==> src/rtl/flash_page_loader.sv <==
// Streams num_pages flash pages from the QPI controller into word memory, packed little-endian; a write appears 1 cycle after a word's last byte.
// Single-entry write holding stage: a word completing while a write is still unaccepted is dropped and flagged. FLASH_PAGE_LOADER_CHECKSUM_EN enables the byte checksum.
module flash_page_loader #(
    parameter int PAGE_BYTES = 256,
    parameter int WORD_BYTES = 4,
    parameter int ADDR_W     = 16
) (
    input  logic                    clk,
    input  logic                    nReset,
    input  logic                    start,
    input  logic [15:0]             start_page,
    input  logic [15:0]             num_pages,
    input  logic [ADDR_W-1:0]       base_addr,
    input  logic                    abort,
    output logic                    busy,
    output logic                    done,
    output logic                    aborted,
    output logic                    overflow,
    output logic [15:0]             checksum,
    output logic [2:0]              fl_cmd,
    output logic [15:0]             fl_page,
    input  logic                    fl_busy,
    input  logic [7:0]              fl_rdData,
    input  logic                    fl_rdRdy,
    output logic                    mem_wr_en,
    output logic [ADDR_W-1:0]       mem_addr,
    output logic [8*WORD_BYTES-1:0] mem_wr_data,
    input  logic                    mem_ready
);

    localparam int DW     = 8 * WORD_BYTES;
    localparam int CNT_W  = $clog2(PAGE_BYTES);
    localparam int LANE_W = (WORD_BYTES > 1) ? $clog2(WORD_BYTES) : 1;

    localparam logic [2:0] S_IDLE   = 3'd0;
    localparam logic [2:0] S_ISSUE  = 3'd1;
    localparam logic [2:0] S_STREAM = 3'd2;
    localparam logic [2:0] S_DRAIN  = 3'd3;
    localparam logic [2:0] S_NEXT   = 3'd4;
    localparam logic [2:0] S_FIN    = 3'd5;

    localparam logic [2:0] CMD_NOOP = 3'd0;
    localparam logic [2:0] CMD_READ = 3'd3;

    logic [2:0]        state;
    logic [15:0]       page;
    logic [15:0]       remaining;
    logic [ADDR_W-1:0] waddr;
    logic [CNT_W-1:0]  byte_cnt;
    logic [LANE_W-1:0] lane;
    logic [DW-1:0]     pack;
    logic [DW-1:0]     word_nxt;
    logic              strobe;
    logic              word_done;
    logic              last_byte;
    logic              abort_now;
    logic              accept;

    assign abort_now = abort && (state == S_ISSUE || state == S_STREAM);
    assign strobe    = (state == S_STREAM) && fl_rdRdy && !abort;
    assign word_done = strobe && (lane == LANE_W'(WORD_BYTES - 1));
    assign last_byte = strobe && (byte_cnt == CNT_W'(PAGE_BYTES - 1));
    assign accept    = mem_wr_en && mem_ready;
    assign fl_page   = page;

    always_comb begin
        word_nxt = pack;
        word_nxt[8*lane +: 8] = fl_rdData;
    end

    always_ff @(posedge clk) begin
        if (!nReset) begin
            state       <= S_IDLE;
            page        <= '0;
            remaining   <= '0;
            waddr       <= '0;
            byte_cnt    <= '0;
            lane        <= '0;
            pack        <= '0;
            busy        <= 1'b0;
            done        <= 1'b0;
            aborted     <= 1'b0;
            overflow    <= 1'b0;
            fl_cmd      <= CMD_NOOP;
            mem_wr_en   <= 1'b0;
            mem_addr    <= '0;
            mem_wr_data <= '0;
        end else begin
            done <= 1'b0;
            case (state)
                S_IDLE: begin
                    if (start) begin
                        if (num_pages != 16'd0) begin
                            page      <= start_page;
                            remaining <= num_pages;
                            waddr     <= base_addr;
                            aborted   <= 1'b0;
                            overflow  <= 1'b0;
                            busy      <= 1'b1;
                            fl_cmd    <= CMD_READ;
                            byte_cnt  <= '0;
                            lane      <= '0;
                            pack      <= '0;
                            state     <= S_ISSUE;
                        end else begin
                            done <= 1'b1;
                        end
                    end
                end
                S_ISSUE: begin
                    if (abort_now) begin
                        aborted <= 1'b1;
                        fl_cmd  <= CMD_NOOP;
                        state   <= S_DRAIN;
                    end else if (fl_busy) begin
                        state <= S_STREAM;
                    end
                end
                S_STREAM: begin
                    if (abort_now) begin
                        aborted <= 1'b1;
                        fl_cmd  <= CMD_NOOP;
                        state   <= S_DRAIN;
                    end else if (strobe) begin
                        byte_cnt <= byte_cnt + 1'b1;
                        lane     <= word_done ? '0 : lane + 1'b1;
                        pack     <= word_nxt;
                        if (last_byte) begin
                            fl_cmd <= CMD_NOOP;
                            state  <= S_DRAIN;
                        end
                    end
                end
                // The controller's trailing byte after NOOP lands here and is ignored.
                S_DRAIN: begin
                    if (!fl_busy) begin
                        state <= aborted ? S_FIN : S_NEXT;
                    end
                end
                S_NEXT: begin
                    page      <= page + 16'd1;
                    remaining <= remaining - 16'd1;
                    if (remaining != 16'd1) begin
                        fl_cmd   <= CMD_READ;
                        byte_cnt <= '0;
                        lane     <= '0;
                        pack     <= '0;
                        state    <= S_ISSUE;
                    end else begin
                        state <= S_FIN;
                    end
                end
                S_FIN: begin
                    if (!mem_wr_en || mem_ready) begin
                        done  <= 1'b1;
                        busy  <= 1'b0;
                        state <= S_IDLE;
                    end
                end
                default: state <= S_IDLE;
            endcase

            // Dropped words still consume an address so later pages stay aligned.
            if (word_done) begin
                if (mem_wr_en && !mem_ready) begin
                    overflow <= 1'b1;
                end else begin
                    mem_wr_en   <= 1'b1;
                    mem_wr_data <= word_nxt;
                    mem_addr    <= waddr;
                end
                waddr <= waddr + 1'b1;
            end else if (accept) begin
                mem_wr_en <= 1'b0;
            end
        end
    end

`ifdef FLASH_PAGE_LOADER_CHECKSUM_EN
    logic [15:0] sum;

    always_ff @(posedge clk) begin
        if (!nReset) begin
            sum <= '0;
        end else if (state == S_IDLE && start && num_pages != 16'd0) begin
            sum <= '0;
        end else if (strobe) begin
            sum <= sum + {8'h00, fl_rdData};
        end
    end

    assign checksum = sum;
`else
    assign checksum = '0;
`endif

endmodule

==> config.mk <==
export PLATFORM = sky130hd
export DESIGN_NAME = flash_page_loader
export DESIGN_NICKNAME = d
export VERILOG_FILES = /design/src/rtl/flash_page_loader.sv
export SDC_FILE = /design/constraint.sdc
export NUM_CORES = 1
export LEC_CHECK = 0
export CORE_ASPECT_RATIO = 0.6
export CORE_MARGIN = 10
export CORE_UTILIZATION = 47
export DETAILED_ROUTE_END_ITERATION = 10
export PLACE_DENSITY = 0.77
export SETUP_SLACK_MARGIN = 0.3
export SLEW_MARGIN = 10
export SYNTH_ARGS = -nofsm -noshare
export SYNTH_HDL_FRONTEND = slang
export SYNTH_SLANG_ARGS = --single-unit
export TNS_END_PERCENT = 1
==> constraint.sdc <==
create_clock -name clk -period 2.2 [get_ports clk]
set_clock_uncertainty 0.2 [all_clocks]
set_input_delay 0.33 -clock clk [delete_from_list [all_inputs] [get_ports clk]]
set_output_delay 0.33 -clock clk [all_outputs]
set_load 0.05 [all_outputs]
==> flow_metrics.env, run 1 <==
export IMPL_status="finished, violations left"
export IMPL_violations="negative setup slack"
export IMPL_synth_ff_type="dfxtp_1"
export IMPL_instances_no_fill=1319
export IMPL_path_clk_slew_ns=0.07
export IMPL_grt_pass1_vias=7279
export IMPL_drive_gt1_share_pct=27.7
export IMPL_crit_type="flip-flop to flip-flop"
export IMPL_drc=0
export IMPL_ys_types=79
export IMPL_routedWlPerCell_um=19.7
export IMPL_initial_core_util_pct=48.4
export IMPL_ant_nets=0
export IMPL_dr_pass1_iters=5
export IMPL_crit_arrival_ns=2.42
export IMPL_startpoint_type="flip-flop"
export IMPL_tightestPinTransition_ns=0.572
export IMPL_finalCritPeriodShare_pct=105
export IMPL_rsz0062_at_grt="yes"
export IMPL_drv_cap=0
export IMPL_grt_max_degree=61
export IMPL_total_power_mw=7.83
export IMPL_drt_iter0_markers=852
export IMPL_grt_usage_pct=21.8
export IMPL_htreeDepth=4
export IMPL_cts_tree="yes"
export IMPL_vias=7920
export IMPL_pre_cts_slack_ns=-0.755
export IMPL_grt_pass1_wl_um=39100
export IMPL_vias_per_cell=6.00
export IMPL_fillers=1088
export IMPL_clk_path_buf_depth=2
export IMPL_avgSynthCellArea_um2=8.32
export IMPL_fin_setup_tns_ns=-2.37
export IMPL_ir_drop_mv=0.576
export IMPL_clk_latency_ns=0.42
export IMPL_maxClockFrequency_ghz=0.432
export IMPL_numCtsBuffers=17
export IMPL_root_buffer="clkbuf_16"
export IMPL_holdBufCountCts=0
export IMPL_ys_seq_area_share_pct=39.3
export IMPL_core_mm2=0.0155
export IMPL_row_count=35
export IMPL_crit_path_max_fanout=12
export IMPL_crit_path_end_kind="flip-flop"
export IMPL_period_needed_ns=2.32
export IMPL_setup_viol=62
export IMPL_syn_to_final_growth_pct=46.1
export IMPL_slew_violations=0
export IMPL_powerDensity_mw_per_mm2=716
export IMPL_hold_class="primary input to flip-flop"
export IMPL_ioPinCount=151
export IMPL_die_w_um=183
export IMPL_async_flop_share_pct=0
export IMPL_insertedDiodeCount=0
export IMPL_p_leak_nw=4.34
export IMPL_setup_ws_ns=-0.115
export IMPL_placed_cells=1268
export IMPL_numClockSinks=147
export IMPL_synth_edf_count=0
export IMPL_syn_area_mm2=0.00749
export IMPL_syn_inst=900
export IMPL_portBuffers=133
export IMPL_slew_headroom_pct=62.0
export IMPL_gp_congestion=0.896
export IMPL_cp_startpoint="state[0]"
export IMPL_worstHoldStart="num_pages[13]"
export IMPL_dpl_hpwl_um=16600
export IMPL_dieArea_mm2=0.0215
export IMPL_hold_violations=0
export IMPL_synth_seq_cells=147
export IMPL_nets=1176
export IMPL_final_util_pct=70.7
export IMPL_r2r_start="state[0]"
export IMPL_die_h_um=118
export IMPL_wirelength_um=26000
export IMPL_antenna_found_initial=0
export IMPL_grt_overflow=0
export IMPL_required_ns=2.31
export IMPL_ys_warn_count=0
cells in the final DEF (no fill, tap or decap), types with 5 or more instances in the layout:
cell type and n:
dfxtp_1 137, a21oi_1 129, nand2_1 92, buf_4 79, nor2_1 67, dlygate4sd2_1 54
clkdlybuf4s50_1 45, a211oi_2 35, a211oi_1 34, nor2b_1 31, nand3_1 26, o21ai_0 25
clkbuf_16 18, conb_1 17, buf_12 16, dlymetal6s2s_1 14, buf_6 14, a21oi_2 13
nand4_1 13, inv_1 10, dfxtp_2 9, nor2_4 8, nor3_1 8, ha_1 8
nand2b_1 7, nor4_4 7, o21ai_1 7, nor2_2 6, o31ai_1 6, a31o_2 6
a31oi_1 6, inv_6 6, clkdlybuf4s15_1 6, clkdlybuf4s15_2 6, a32o_1 5, a2bb2oi_1 5
clkbuf_2 5
flip-flops by register name, indices dropped and copies added, names as in the netlist:
name,count
lane,2
pack,32
state,3
mem_addr,16
remaining,16
mem_wr_en,1
mem_wr_data,32
waddr,16
busy,1
fl_page,16
byte_cnt,8
aborted,1
done,1
fl_cmd,1
overflow,1
cells by family after synthesis:
family | count (synthesis) | synth area share, %
adder cells (fa/ha/maj) | 10 | 1.67
buffers and inverters | 93 | 6.87
AND/OR/NAND/NOR | 327 | 22.7
flip-flops | 147 | 39.3
other | 1 | 0.0501
AO/OA/AOI/OAI | 319 | 29.0
multiplexers | 2 | 0.267
XOR/XNOR | 1 | 0.117
routing by layer:
layer,wire [um],vias to the layer above,GRT usage (%)
met2,11500,407,32.2
li1,-,3696,-
met1,11700,3776,30.9
met4,467,0,6.53
met5,0,-,0
met3,2280,41,4.64
synth_stat cells, types with 5 or more instances:
master / instances / share of area [%]
nor3_1: 13 / 0.87
nor4_1: 11 / 0.92
ha_1: 10 / 1.7
dfxtp_1: 147 / 39
a31o_2: 9 / 1.1
a31oi_1: 6 / 0.50
a2bb2oi_1: 6 / 0.70
buf_2: 10 / 0.67
and2_1: 5 / 0.42
a21oi_1: 142 / 9.5
clkbuf_1: 37 / 1.9
nand2_1: 93 / 4.7
o31ai_1: 7 / 0.70
or3_1: 6 / 0.50
nor2_1: 74 / 3.7
o21ai_0: 33 / 2.2
buf_6: 7 / 1.1
a211oi_2: 28 / 4.7
nor2b_1: 32 / 2.7
nand3_1: 28 / 1.9
buf_4: 24 / 2.4
a211oi_1: 42 / 4.2
nand2b_1: 7 / 0.58
inv_1: 11 / 0.55
nand4_1: 13 / 1.1
a32o_1: 5 / 0.67
through the flow:
| step | hold WS, ns | cell area [um^2] |
|---|---|---|
| after floorplan | 0.229 | 7560 |
| after global placement | 0.245 | 9540 |
| after detailed placement | 0.248 | 9540 |
| after CTS | 0.255 | 10500 |
| after global routing | 0.186 | 10900 |
| final | 0.162 | 10900 |
cell type report:
type | count | area, um^2 | share of cell area, %
clock inverters | 14 | 164 | 1.50
flip-flops and latches | 147 | 2960 | 27.0
multi-input cells | 680 | 4620 | 42.3
well taps | 203 | 254 | 2.32
clock buffers | 18 | 439 | 4.02
repair buffers | 245 | 2450 | 22.4
inverters | 12 | 45.0 | 0.412
final timing paths:
check,endpoint,slack (ns),cells past startpoint
max,mem_wr_data[23],-0.12,8
max reg2reg,mem_wr_data[23],-0.12,8
min reg2reg,mem_addr[10],0.25,2
min,remaining[13],0.16,5
where the power goes:
part	leakage [nW]	total [mW]	internal, mW	switching, mW
combinational	2.84	1.85	0.752	1.10
clock	0.293	3.00	1.74	1.26
sequential	1.20	2.98	2.83	0.154
what timing repair did:
item,in CTS,in global routing
endpoints found under the hold margin,0,0
pin swaps,36,35
cloned,6,1
setup buffers,5,7
resized for setup,146,102
endpoints found under the setup margin,211,153
critical path: stages, from the launching register on:
cell       delay, ns
dfxtp_2         0.36
buf_4           0.15
or3b_4          0.43
or2_4           0.29
nor2_4          0.13
buf_12          0.15
clkbuf_16       0.17
nor2_1          0.06
a211oi_1        0.28
(Power assumes the default switching activity.)
==> inputs of run 2 (changes only) <==
--- a/config.mk
+++ b/config.mk
@@ -10,8 +10,8 @@
 export CORE_UTILIZATION = 47
 export DETAILED_ROUTE_END_ITERATION = 10
 export PLACE_DENSITY = 0.77
-export SETUP_SLACK_MARGIN = 0.3
-export SLEW_MARGIN = 10
+export SETUP_SLACK_MARGIN = 0.05
+export SLEW_MARGIN = 20
 export SYNTH_ARGS = -nofsm -noshare
 export SYNTH_HDL_FRONTEND = slang
 export SYNTH_SLANG_ARGS = --single-unit
==> flow_metrics.env, run 2 (same netlist as run 1, synthesis figures left out) <==
export IMPL_status="finished, violations left"
export IMPL_violations="negative setup slack"
export IMPL_root_buffer="clkbuf_16"
export IMPL_grt_usage_pct=21.3
export IMPL_worstHoldStart="mem_addr[9]"
export IMPL_routedWlPerCell_um=18.5
export IMPL_clk_path_buf_depth=2
export IMPL_layout_common_cells="dfxtp_1, a21oi_1, buf_4, nand2_1, clkdlybuf4s50_1"
export IMPL_p_leak_nw=4.29
export IMPL_row_count=35
export IMPL_numCtsBuffers=17
export IMPL_post_route_cell_area_mm2=0.0105
export IMPL_initial_core_util_pct=48.4
export IMPL_ff2ff_setup_slack_ns=-0.08
export IMPL_swShare_pct=32.0
export IMPL_cts_tree="yes"
export IMPL_portBuffers=133
export IMPL_min_to="mem_addr[9]"
export IMPL_pre_cts_slack_ns=-0.740
export IMPL_crit_path_max_fanout=9
export IMPL_slew_headroom_pct=63.3
export IMPL_top_layer_used="met4"
export IMPL_ioPinCount=151
export IMPL_required_ns=2.33
export IMPL_core_mm2=0.0155
export IMPL_clk_latency_ns=0.43
export IMPL_startpoint_type="flip-flop"
export IMPL_holdBufCountCts=0
export IMPL_period_needed_ns=2.28
export IMPL_crit_type="flip-flop to flip-flop"
export IMPL_grt_overflow=0
export IMPL_r2r_start="remaining[5]"
export IMPL_hold_violations=0
export IMPL_insertedDiodeCount=0
export IMPL_grt_pass1_wl_um=38700
export IMPL_place_area_mm2=0.00954
export IMPL_fillers=1201
export IMPL_multi_input_area_mm2=0.00434
export IMPL_dieArea_mm2=0.0215
export IMPL_path_clk_slew_ns=0.07
export IMPL_numClockSinks=147
export IMPL_pwr_share_comb_pct=22.4
export IMPL_seqPwrFrac_pct=38.4
export IMPL_tightestPinTransition_ns=0.550
export IMPL_vias=7752
export IMPL_dr_pass1_iters=5
export IMPL_hold_class="flip-flop to flip-flop"
export IMPL_setup_ws_ns=-0.0782
export IMPL_finalCritPeriodShare_pct=104
export IMPL_vias_per_cell=5.90
export IMPL_crit_path_end_kind="flip-flop"
export IMPL_antenna_found_initial=0
export IMPL_p_sw_mw=2.48
export IMPL_die_w_um=183
export IMPL_maxClockFrequency_ghz=0.439
export IMPL_drt_iter0_markers=904
export IMPL_power_internal_mw=5.27
export IMPL_htreeDepth=4
export IMPL_instances_no_fill=1314
export IMPL_final_util_pct=68.2
export IMPL_placed_cells=1274
export IMPL_dpl_hpwl_um=16600
export IMPL_clkPwrFrac_pct=39.2
export IMPL_met2WireLength_um=11000
export IMPL_setup_viol=41
export IMPL_ff2ff_path_depth=6
export IMPL_regArea_mm2=0.00295
export IMPL_powerDensity_mw_per_mm2=736
export IMPL_slew_violations=0
export IMPL_rsz0062_at_grt="yes"
export IMPL_die_h_um=118
export IMPL_gp_congestion=0.858
export IMPL_top_regs="mem_wr_data (32), pack (32)"
export IMPL_grt_max_degree=43
export IMPL_nets=1171
export IMPL_drv_cap=0
export IMPL_ir_drop_mv=0.436
export IMPL_drive_gt1_share_pct=22.6
export IMPL_final_common_cell="dfxtp_1"
export IMPL_drc=0
export IMPL_wl_met1_um=11200
export IMPL_fin_setup_tns_ns=-1.34
export IMPL_wl_met3_um=1850
export IMPL_wirelength_um=24300
export IMPL_crit_arrival_ns=2.41
export IMPL_ant_nets=0
export IMPL_grt_pass1_vias=7244
export IMPL_r2r_end="lane[0]"
export IMPL_hold_depth=2
export IMPL_syn_to_final_growth_pct=40.8
-- run 2: cell type report --
class,count,share of cell area [%]
clock buffers,17,4.04
well taps,203,2.41
multi-input cells,679,41.1
inverters,12,0.427
clock inverters,15,1.79
repair buffers,241,22.2
flip-flops and latches,147,28.0
-- run 2: worst max-delay path by stage --
stage	start	end	slack (ns)	cells past startpoint
after floorplan	remaining[4]	remaining[15]	-0.06	5
after global placement	num_pages[12]	pack[1]	-0.66	8
after detailed placement	num_pages[11]	pack[3]	-0.74	8
after CTS	remaining[7]	pack[24]	-0.08	6
after global routing	remaining[5]	pack[11]	-0.16	7
final	remaining[5]	lane[0]	-0.08	6
-- run 2: repair_timing --
| item | CTS | global route |
|---|---|---|
| resized for setup | 36 | 61 |
| buffers inserted | 3 | 1 |
| endpoints found under the setup margin | 109 | 160 |
| gates cloned | 4 | 0 |
| pin swaps | 23 | 27 |
-- run 2: critical path, cell delays in order, from the launching register on --
cell	delay [ns]
dfxtp_1	0.31
or4_4	0.59
or3_4	0.44
o21ai_4	0.18
buf_12	0.15
nor2_4	0.09
o31ai_2	0.21
-- run 2: stage by stage --
step / hold slack, ns / power, mW
5_1_grt: 0.272 / 8.03
2_1_floorplan: 0.229 / 4.06
4_1_cts: 0.258 / 7.69
3_5_place_dp: 0.248 / 4.62
3_3_place_gp: 0.244 / 4.59
6_report: 0.252 / 7.75
-- run 2: routing by layer --
metal | up-vias | GRT usage (%)
met4 | 0 | 5.68
met2 | 340 | 32.2
met3 | 35 | 4.79
li1 | 3690 | -
met5 | - | 0
met1 | 3687 | 29.7
-- run 2: power by group through the flow --
stage          clock (mW)  sequential (mW)  combinational [mW]
6_report             3.04             2.98                1.73
3_5_place_dp            0             3.02                1.60
2_1_floorplan           0             3.11               0.952
4_1_cts              3.06             2.97                1.66
5_1_grt              3.18             3.00                1.85
3_3_place_gp            0             3.01                1.57
